File: src/rtl/clk_switch_ctrl.sv
// Sequencer for a glitch-free two-source clock mux: arbitrates two requesters,
// drives the mux select and waits for the mux to report the new path before a dwell.
// Optional switch timeout enabled by defining CLK_SW_TIMEOUT_EN.
//
// state    | meaning
// ---------+---------------------------------------------------------------
// IDLE     | waiting for a request; only state with busy=0
// GRANT    | grant pulse visible; sel already driven to the winner's target
// WAIT_ACK | waiting for new-path ack=1 and old-path ack=0
// DWELL    | holding after a completed switch before accepting new requests
// ERR      | switch timed out; sticky err until err_clr
module clk_switch_ctrl #(
  parameter int SYNC_STAGES    = 2,
  parameter int DWELL_CYCLES   = 16,
  parameter int TIMEOUT_CYCLES = 255,
  parameter bit SEL_RESET      = 1'b1
) (
  input  logic       clk,
  input  logic       rst,
  input  logic [1:0] req,
  input  logic [1:0] tgt,
  input  logic       ack_0,
  input  logic       ack_1,
  input  logic       err_clr,
  output logic       sel,
  output logic [1:0] gnt,
  output logic       done,
  output logic       busy,
  output logic       err
);

  localparam int DW = $clog2(DWELL_CYCLES + 1) + 1;

  typedef enum logic [2:0] {
    S_IDLE,
    S_GRANT,
    S_WAIT_ACK,
    S_DWELL,
    S_ERR
  } state_t;

  state_t state, state_nx;
  logic [SYNC_STAGES-1:0] sync_0, sync_1;
  logic a_0, a_1, ack_ok, win;
  logic sel_nx, done_nx, busy_nx, ptr, ptr_nx;
  logic [1:0] gnt_nx;
  logic [DW-1:0] dcnt, dcnt_nx;

  // ack_1 synchronizer resets high because the mux comes out of reset on path 1
  always_ff @(posedge clk) begin
    if (rst) begin
      sync_0 <= '0;
      sync_1 <= '1;
    end else begin
      sync_0[0] <= ack_0;
      sync_1[0] <= ack_1;
      for (int i = 1; i < SYNC_STAGES; i++) begin
        sync_0[i] <= sync_0[i-1];
        sync_1[i] <= sync_1[i-1];
      end
    end
  end

  assign a_0    = sync_0[SYNC_STAGES-1];
  assign a_1    = sync_1[SYNC_STAGES-1];
  assign ack_ok = sel ? (a_1 & ~a_0) : (a_0 & ~a_1);
  assign win    = (req == 2'b11) ? ptr : req[1];

`ifdef CLK_SW_TIMEOUT_EN
  localparam int TW = $clog2(TIMEOUT_CYCLES + 1) + 1;
  logic [TW-1:0] tcnt, tcnt_nx;
  logic err_q, err_nx;

  always_ff @(posedge clk) begin
    if (rst) begin
      tcnt  <= '0;
      err_q <= 1'b0;
    end else begin
      tcnt  <= tcnt_nx;
      err_q <= err_nx;
    end
  end

  assign err = err_q;
`else
  localparam int unused_timeout = TIMEOUT_CYCLES;
  assign err = 1'b0;
`endif

  always_ff @(posedge clk) begin
    if (rst) begin
      state <= S_IDLE;
      sel   <= SEL_RESET;
      gnt   <= 2'b00;
      done  <= 1'b0;
      busy  <= 1'b0;
      ptr   <= 1'b0;
      dcnt  <= '0;
    end else begin
      state <= state_nx;
      sel   <= sel_nx;
      gnt   <= gnt_nx;
      done  <= done_nx;
      busy  <= busy_nx;
      ptr   <= ptr_nx;
      dcnt  <= dcnt_nx;
    end
  end

  always_comb begin
    state_nx = state;
    sel_nx   = sel;
    gnt_nx   = 2'b00;
    done_nx  = 1'b0;
    ptr_nx   = ptr;
    dcnt_nx  = dcnt;
`ifdef CLK_SW_TIMEOUT_EN
    tcnt_nx  = tcnt;
    err_nx   = err_q;
`endif
    case (state)
      S_IDLE: begin
        if (|req) begin
          state_nx = S_GRANT;
          gnt_nx   = win ? 2'b10 : 2'b01;
          ptr_nx   = ~win;
          if (tgt[win] == sel) done_nx = 1'b1;
          else                 sel_nx  = tgt[win];
        end
      end
      // done already high here means no switch was needed
      S_GRANT: begin
        if (done) begin
          state_nx = S_IDLE;
        end else begin
          state_nx = S_WAIT_ACK;
`ifdef CLK_SW_TIMEOUT_EN
          tcnt_nx  = '0;
`endif
        end
      end
      S_WAIT_ACK: begin
        if (ack_ok) begin
          state_nx = S_DWELL;
          dcnt_nx  = '0;
          if (DWELL_CYCLES == 0) done_nx = 1'b1;
        end
`ifdef CLK_SW_TIMEOUT_EN
        else if (int'(tcnt) + 1 >= TIMEOUT_CYCLES) begin
          state_nx = S_ERR;
          err_nx   = 1'b1;
        end else begin
          tcnt_nx = tcnt + 1'b1;
        end
`endif
      end
      S_DWELL: begin
        if (done) begin
          state_nx = S_IDLE;
        end else begin
          dcnt_nx = dcnt + 1'b1;
          if (dcnt_nx == DW'(DWELL_CYCLES)) done_nx = 1'b1;
        end
      end
      S_ERR: begin
        if (err_clr) begin
          state_nx = S_IDLE;
`ifdef CLK_SW_TIMEOUT_EN
          err_nx   = 1'b0;
`endif
        end
      end
      default: state_nx = S_IDLE;
    endcase
    busy_nx = (state_nx != S_IDLE);
  end

endmodule

File: config.mk
export PLATFORM = sky130hd
export DESIGN_NAME = clk_switch_ctrl
export DESIGN_NICKNAME = d
export VERILOG_FILES = /design/src/rtl/clk_switch_ctrl.sv
export SDC_FILE = /design/constraint.sdc
export NUM_CORES = 1
export LEC_CHECK = 0
export ABC_CLOCK_PERIOD_IN_PS = 2200
export CAP_MARGIN = 25
export CORE_MARGIN = 2
export CORE_UTILIZATION = 36
export CTS_BUF_LIST = sky130_fd_sc_hd__clkbuf_16
export DETAILED_ROUTE_END_ITERATION = 10
export SETUP_SLACK_MARGIN = 0.05
export SYNTH_ARGS = -nofsm -noshare
export SYNTH_HDL_FRONTEND = slang
export SYNTH_SLANG_ARGS = --single-unit
File: constraint.sdc
create_clock -name clk -period 2.2 [get_ports clk]
set_input_delay 0.55 -clock clk [delete_from_list [all_inputs] [get_ports clk]]
set_output_delay 0.55 -clock clk [all_outputs]
set_load 0.01 [all_outputs]
== Word level (Yosys, flattened, before mapping) ==
Index checks and enable logic that the tools add are counted.

* Flip-flop bits (word level): 19
* Logic and storage cells: 55
* Output and inout port bits: 6
* Bits of input ports: 9

* $lt $le $gt $ge: 1
* Bitwise operators: 8
* Reduce and logical (&&, ||, !) cells: 8
* Muxes and demuxes: 19
* Add/sub/neg operators: 1
* Eq/ne operators: 9

{| class="wikitable"
|+ Operators by type and width
! cell !! number
|-
| $pmux 3 s5 || 1
|-
| $mux 3 || 4
|-
| $mux 6 || 2
|-
| $pmux 6 s2 || 1
|-
| $mux 1 || 8
|-
| $add 6x1->6 const B || 1
|-
| $eq 3x2->1 const B || 2
|-
| $eq 6x5->1 const B || 1
|-
| $not 1->1 || 6
|-
| $reduce_and 3->1 || 2
|-
| $mux 2 || 2
|-
| $ne 2x2->1 const B || 2
|-
| $eq 3x1->1 const B || 1
|-
| $eq 3x3->1 const B || 1
|-
| $logic_not 3->1 || 1
|-
| $reduce_bool 3->1 || 1
|-
| $reduce_or 3->1 || 1
|-
| $and 1x1->1 || 2
|-
| $eq 2x2->1 const B || 1
|-
| $lt 1x2->1 const B || 1
|-
| $pmux 1 s2 || 1
|-
| $reduce_and 2->1 || 1
|-
| $reduce_bool 2->1 || 1
|-
| $reduce_or 2->1 || 1
|-
| $eq 1x1->1 || 1
|}

== Depth between registers and ports, before layout ==
Gate-level depths: netlist (run 1).

* Word-level depth: 8
* Mapped depth: 7
* Depth with buffers taken out: 5

== Least setup slack after synthesis (run 1) ==
OpenSTA, ideal clock, no wires.

* Path kind: input to register
* Start: input req[0]
* End: register sel
* Setup time: 0.120 ns
* Cell stages on the path: 5
* Arrival time: 1.471 ns
* Slack: 0.610 ns
* Required time: 2.080 ns
* Cells stage by stage: inv_1 o21ai_0 mux2i_1 nor2_1 a211o_1

* Longest elaborated chain between the ends: 7
* Elaborated cells between the ends (all ways): 8

{| class="wikitable"
|+ RTL lines
! element !! line !! source
|-
| start, declared || 20 || <nowiki>input logic [1:0] req,</nowiki>
|-
| $eq 2x2->1 || 67 || <nowiki>assign win = (req == 2'b11) ? ptr : req[1];</nowiki>
|-
| $mux 1 || 67 ||
|-
| $mux 1 (not written as such) (2 in a row) || 127, 128 ||
|-
| $eq 1x1->1 || 127 || <nowiki>if (tgt[win] == sel) done_nx = 1'b1;</nowiki>
|-
| $not 1->1 (no line) || -- ||
|-
| $reduce_and 3->1 (no line) || -- ||
|-
| end signal, assigned || 101 || <nowiki>sel <= sel_nx;</nowiki>
|-
| end, declared || 25 || <nowiki>output logic sel,</nowiki>
|}

Several ways; a longest one is shown, not always the timed one. The select of a mux whose other input is x is not followed.
A chain may end at the register's enable or synchronous reset.

== Final worst setup path (run 1) ==
* Start: register sel
* End: output sel

No word-level cell between the ends.

==> results.py, run 1 <==
metrics = {
    "final_layout": {
        "syn_to_final_growth_pct": 24.2,
        "final_util_pct": 46.5,
        "insertedDiodeCount": 0,
        "drive_gt1_share_pct": 10.3,
        "stdcell_count": 146,
        "layout.nets": 128,
    },
    "die": {
        "num_rows": 18,
        "core_um2": 2430,
        "die_w_um": 54.3,
        "io_pins": 15,
        "dieArea_um2": 2940,
        "fp.dieH_um": 54.3,
        "start_util_pct": 37.4,
    },
    "place": {
        "hpwl_um": 1250,
        "dp_slack_ps": 124,
        "dp_cells": 142,
        "portBuffers": 13,
        "gp_congestion": 0.846,
    },
    "clock_network": {
        "clock_latency_ps": 250,
        "cts_sinks": 19,
        "clockBufferDepth": 2,
        "cts_resized": 0,
        "h-tree-depth": 1,
        "clkTransAtPathRegs_ps": 50,
        "cts-buffers-inserted": 3,
        "ctsHoldBuffers": 0,
        "post_cts_buffers": 0,
        "cts_tree": "built",
        "cts_root_buf": "clkbuf_16",
    },
    "timing": {
        "final.setup.worst_slack_ps": 397,
        "slew_violations": 0,
        "setup_viol": 0,
        "fmax_mhz": 554,
        "fin_setup_tns_ps": 0,
        "min_period_ps": 1800,
        "tightest_slew_ps": 531,
        "final.setup_skew_ps": 0.600,
        "max_slew_margin_pct": 64.4,
        "hold_viol_final": 0,
        "rsz0062_at_grt": "false",
        "finalCritPeriodShare_pct": 82.0,
    },
    "yosys": {
        "synthMostInstantiatedCell": "dfxtp_1",
        "yosysWarnings": 0,
        "synth-seq-cells": 19,
        "synthesis.nets": 113,
        "yosys.area.top_type": "dfxtp_1",
        "async_flop_share_pct": 0,
        "synth-edff-count": 0,
        "synth.cell_area_um2": 910,
        "avgSynthCellArea_um2": 8.92,
        "ys_seq_area_share_pct": 41.8,
        "synth.top_cells.by_count": "19 x dfxtp_1, 12 x nor2_1, 7 x nand2_1",
        "yosys.area.top_type_share_pct": 41.8,
        "yosys-top-cells-area": "dfxtp_1 42%, nor2_1 5.0%, mux2i_1 4.4%",
        "synth.distinct_cells": 39,
        "synthCells": 102,
        "ys.flop_type": "dfxtp_1",
    },
    "run_status": {
        "status": "finished, final reports clean",
    },
    "setup_path": {
        "crit_chain": "clkdlybuf4s50_1",
        "r2r_setup_slack_ps": 490,
        "reg2reg_depth": 5,
        "crit_path_end_kind": "output pin",
        "arrival_ps": 1250,
        "worstReg2RegStart": "dcnt[0]",
        "worstSetupStartpointType": "flip-flop",
        "cp_top_family": "buffers and inverters",
        "max_stage_delay_ps": 570,
        "setup.worst_path.class": "flip-flop to output pin",
        "crit_path_end": "sel",
        "crit_slowest_cell": "clkdlybuf4s50_1",
        "critPathBufInv": 1,
        "cp.depth": 1,
        "reg2reg_to": "done",
        "path_max_fanout": 6,
        "critPathRequiredTime_ps": 1650,
        "worstSetupStartpoint": "sel",
    },
    "drt": {
        "drtAntennaViolNets": 0,
        "drt-pass1-iter-count": 4,
        "vias": 745,
        "initialDrtViolationCount": 13,
        "drc": 0,
        "vias_per_cell": 5.10,
        "routed_wl_um": 1720,
        "wl_per_cell_um": 11.8,
    },
    "power_and_ir_drop": {
        "switchingPower_uw": 226,
        "powerDensity_nw_per_um2": 809,
        "swShare_pct": 24.8,
        "p_leak_uw": 0.000448,
        "p_seq_share_pct": 42.8,
        "p_int_uw": 688,
        "vdd_drop_max_mv": 0.459,
        "power_frac_comb_pct": 16.6,
        "power_uw": 914,
        "pwr-share-clk_pct": 40.7,
    },
    "worst_hold_path": {
        "hp-class": "flip-flop to flip-flop",
        "holdPathStages": 1,
    },
    "grt": {
        "grt_pass1_vias": 666,
        "antenna_found_initial": 0,
        "grt_max_degree": 11,
        "grt-ovfl-total": 0,
        "grt_util_all_layers_pct": 14.0,
        "grt_pass1_wl_um": 2860,
    },
    "job": {
        "maxCapViolCount": 0,
    },
}
-- cells in the final DEF (no fill, tap or decap), types with 4 or more instances in the layout --
cell type        synthesis  routed
nor3_1                   4       4
dfxtp_1                 19      19
nor2_1                  12      12
nand2_1                  7       7
a21oi_1                  4       4
nor2b_1                  4       4
mux2i_1                  4       4
o21ai_0                  4       4
clkdlybuf4s50_1          0      13
inv_1                    4       5
-- metal layers --
metal	vias to the layer above	global-route usage, %	part of all wire, %
li1	384	-	-
met2	12	22.5	47
met1	344	16.8	47
met3	5	3.28	3.1
met4	0	8.75	3.0
met5	-	0	0
-- cell families after synthesis --
kind of cell,after synthesis,share of synthesized area (%)
fa+ha+maj,2,2.75
flops,19,41.8
simple gates,45,27.4
mux,4,4.40
compound gates,21,16.2
other cells,1,0.412
buf+inv,10,7.01
-- through the flow --
step | hold WS [ps] | area [µm²]
2_1_floorplan | 389 | 910
3_3_place_gp | 392 | 1050
3_5_place_dp | 398 | 1050
4_1_cts | 411 | 1130
5_1_grt | 427 | 1130
6_report | 408 | 1130
-- layout make-up --
cell class | count | area [µm²]
Clock buffer | 3 | 75.1
Clock inverter | 1 | 3.75
Fill cell | 227 | 1300
Inverter | 4 | 15.0
Multi-Input combinational cell | 73 | 465
Sequential cell | 19 | 380
Tap cell | 30 | 37.5
Timing Repair Buffer | 16 | 153
-- worst min path at each step --
stage	startpoint	to	slack, ps
after floorplan	sync_1[0]	sync_1[1]	390
after global placement	sync_1[0]	sync_1[1]	390
after detailed placement	sync_1[0]	sync_1[1]	400
after CTS	sync_1[0]	sync_1[1]	410
after global routing	sync_1[0]	sync_1[1]	430
final	sync_1[0]	sync_1[1]	410
-- flip-flops by register name (all words and copies together) (netlist names) --
signal	flops
ptr	1
sync_1	2
sel	1
state	3
done	1
sync_0	2
dcnt	6
gnt	2
busy	1
-- power by group through the flow --
stage | Clock [µW] | Combinational, µW | Sequential [µW]
finish | 372 | 151 | 391
global route | 391 | 169 | 395
CTS | 384 | 153 | 391
detailed placement | 0 | 151 | 398
global placement | 0 | 149 | 398
floorplan | 0 | 117 | 396
Power figures use the tool's default switching activity.
==> inputs of run 2 (changes only) <==
ABC_CLOCK_PERIOD_IN_PS = 1500   (was 2200)
clock period = 1.5 ns   (was 2.2 ns; I/O delays follow)
==> results.py, run 2 (synthesis gave the netlist of run 1 again) <==
metrics = {
    "run_status": {
        "status": "complete, but fails checks",
        "violations": "negative setup slack",
    },
    "power_and_ir_drop": {
        "powerDensity_nw_per_um2": 1040,
        "p_seq_share_pct": 41.3,
        "swShare_pct": 24.3,
        "vdd_drop_max_mv": 0.787,
        "switchingPower_uw": 335,
        "power_frac_comb_pct": 19.9,
        "p_int_uw": 1040,
        "p_leak_uw": 0.000570,
        "pwr-share-clk_pct": 38.8,
        "power_uw": 1380,
    },
    "timing": {
        "rsz0062_at_grt": "true",
        "final.setup.worst_slack_ps": -31.7,
        "slew_violations": 0,
        "fmax_mhz": 653,
        "finalCritPeriodShare_pct": 102,
        "setup_viol": 1,
        "final.setup_skew_ps": 1.14,
        "fin_setup_tns_ps": -31.7,
        "min_period_ps": 1530,
        "hold_viol_final": 0,
    },
    "die": {
        "core_um2": 2430,
        "dieArea_um2": 2940,
        "start_util_pct": 37.4,
        "fp.dieH_um": 54.3,
        "die_w_um": 54.3,
        "io_pins": 15,
        "num_rows": 18,
    },
    "grt": {
        "antenna_found_initial": 0,
        "grt_pass1_vias": 726,
        "grt_pass1_wl_um": 2980,
        "grt-ovfl-total": 0,
        "grt_max_degree": 11,
        "grt_util_all_layers_pct": 14.6,
    },
    "drt": {
        "vias_per_cell": 4.97,
        "drtAntennaViolNets": 0,
        "highest_layer": "met4",
        "wl_per_cell_um": 12.0,
        "initialDrtViolationCount": 8,
        "wl_met3_um": 51,
        "met1_length_um": 846,
        "routed_wl_um": 1940,
        "drc": 0,
        "drt-pass1-iter-count": 4,
        "wl_met2_um": 1000,
        "vias": 805,
    },
    "worst_hold_path": {
        "holdPathStages": 1,
        "hp-start": "sync_1[0]",
        "hp-class": "flip-flop to flip-flop",
        "whs_endpoint": "sync_1[1]",
    },
    "final_layout": {
        "stdcell_count": 162,
        "mostFrequentLayoutCell": "buf_4",
        "drive_gt1_share_pct": 33.3,
        "syn_to_final_growth_pct": 45.3,
        "top_register": "dcnt",
        "largestRegisters": "dcnt (6), state (3)",
        "layout.nets": 144,
        "largest_reg_flops": 6,
        "insertedDiodeCount": 0,
        "layout_common_cells": "19 x buf_4, 14 x dfxtp_1, 12 x nor2_1",
    },
    "place": {
        "gp_congestion": 0.741,
        "hpwl_um": 1400,
        "dp_cells": 154,
        "portBuffers": 13,
    },
    "setup_path": {
        "setup.worst_path.class": "flip-flop to flip-flop",
        "worstReg2RegStart": "dcnt[4]",
        "worstSetupStartpointType": "flip-flop",
        "critPathRequiredTime_ps": 1680,
        "arrival_ps": 1710,
        "reg2reg_depth": 5,
        "crit_path_end_kind": "flip-flop",
        "reg2reg_to": "done",
        "r2r_setup_slack_ps": -30,
        "path_max_fanout": 4,
    },
    "job": {
        "maxCapViolCount": 0,
    },
    "clock_network": {
        "clock_latency_ps": 250,
        "cts-buffers-inserted": 3,
        "cts_tree": "built",
        "clockBufferDepth": 2,
        "cts_root_buf": "clkbuf_16",
        "clkTransAtPathRegs_ps": 50,
        "cts_sinks": 19,
        "h-tree-depth": 1,
    },
}
[run 2: cell types whose count changed in the layout (fill, tap and decap cells not counted), moves of 4 or more]
cell | before | now
dfxtp_2 | 0 | 4
dlygate4sd2_1 | 0 | 6
clkdlybuf4s50_1 | 13 | 5
dfxtp_1 | 19 | 14
buf_4 | 3 | 19
[run 2: cell type report]
| cell class | count | area [µm²] |
|---|---|---|
| clock buffers | 3 | 75.1 |
| clock inverters | 1 | 3.75 |
| fillers | 233 | 1110 |
| inverters | 4 | 15.0 |
| multi-input cells | 73 | 531 |
| flip-flops and latches | 19 | 389 |
| well taps | 30 | 37.5 |
| repair buffers | 32 | 270 |
[run 2: critical path, cell delays in order, from the launching register on]
cell and delay [ps]:
dfxtp_2 350, a21bo_1 210, o21ai_1 130, a31oi_1 110, or4b_4 530, o21ai_2 120
[run 2: how the worst max path moves through the flow]
stage               startpoint   end  cells past startpoint
detailed placement      req[0]   sel                      6
floorplan             state[0]  busy                      7
finish                 dcnt[4]  done                      5
CTS                    dcnt[0]  done                      5
global route           dcnt[0]  done                      5
global placement        req[0]   sel                      6
[run 2: per-stage QoR]
stage          util (%)  setup slack [ps]  cell area (µm²)  hold WS (ps)
2_1_floorplan         -              19.8              918           389
3_5_place_dp       47.3              -414             1150           404
3_3_place_gp       47.3              -366             1150           399
5_1_grt            54.3              -103             1320           444
6_report           54.3             -31.7             1320           412
4_1_cts            52.1             -78.4             1270           416
[run 2: timing repair]
item                                   in CTS  in global routing
setup endpoints to repair                   9                  7
endpoints found under the hold margin       0                  0
pin swaps                                   6                  6
cloned                                      0                  0
hold buffers                                0                  0
buffers inserted                            3                  1
resized for setup                          15                 12
[run 2: power groups by stage]
stage | registers [µW] | logic (µW) | clock network [µW]
2_1_floorplan | 580 | 170 | 0
3_3_place_gp | 575 | 251 | 0
3_5_place_dp | 577 | 256 | 0
4_1_cts | 568 | 260 | 544
5_1_grt | 573 | 302 | 579
6_report | 570 | 274 | 535
[run 2: per-layer routing]
layer  GRT usage [%]  up-vias
met5               0        -
met4            7.50        0
met3            4.10        6
met2            26.3       16
met1            15.4      367
li1                -      416
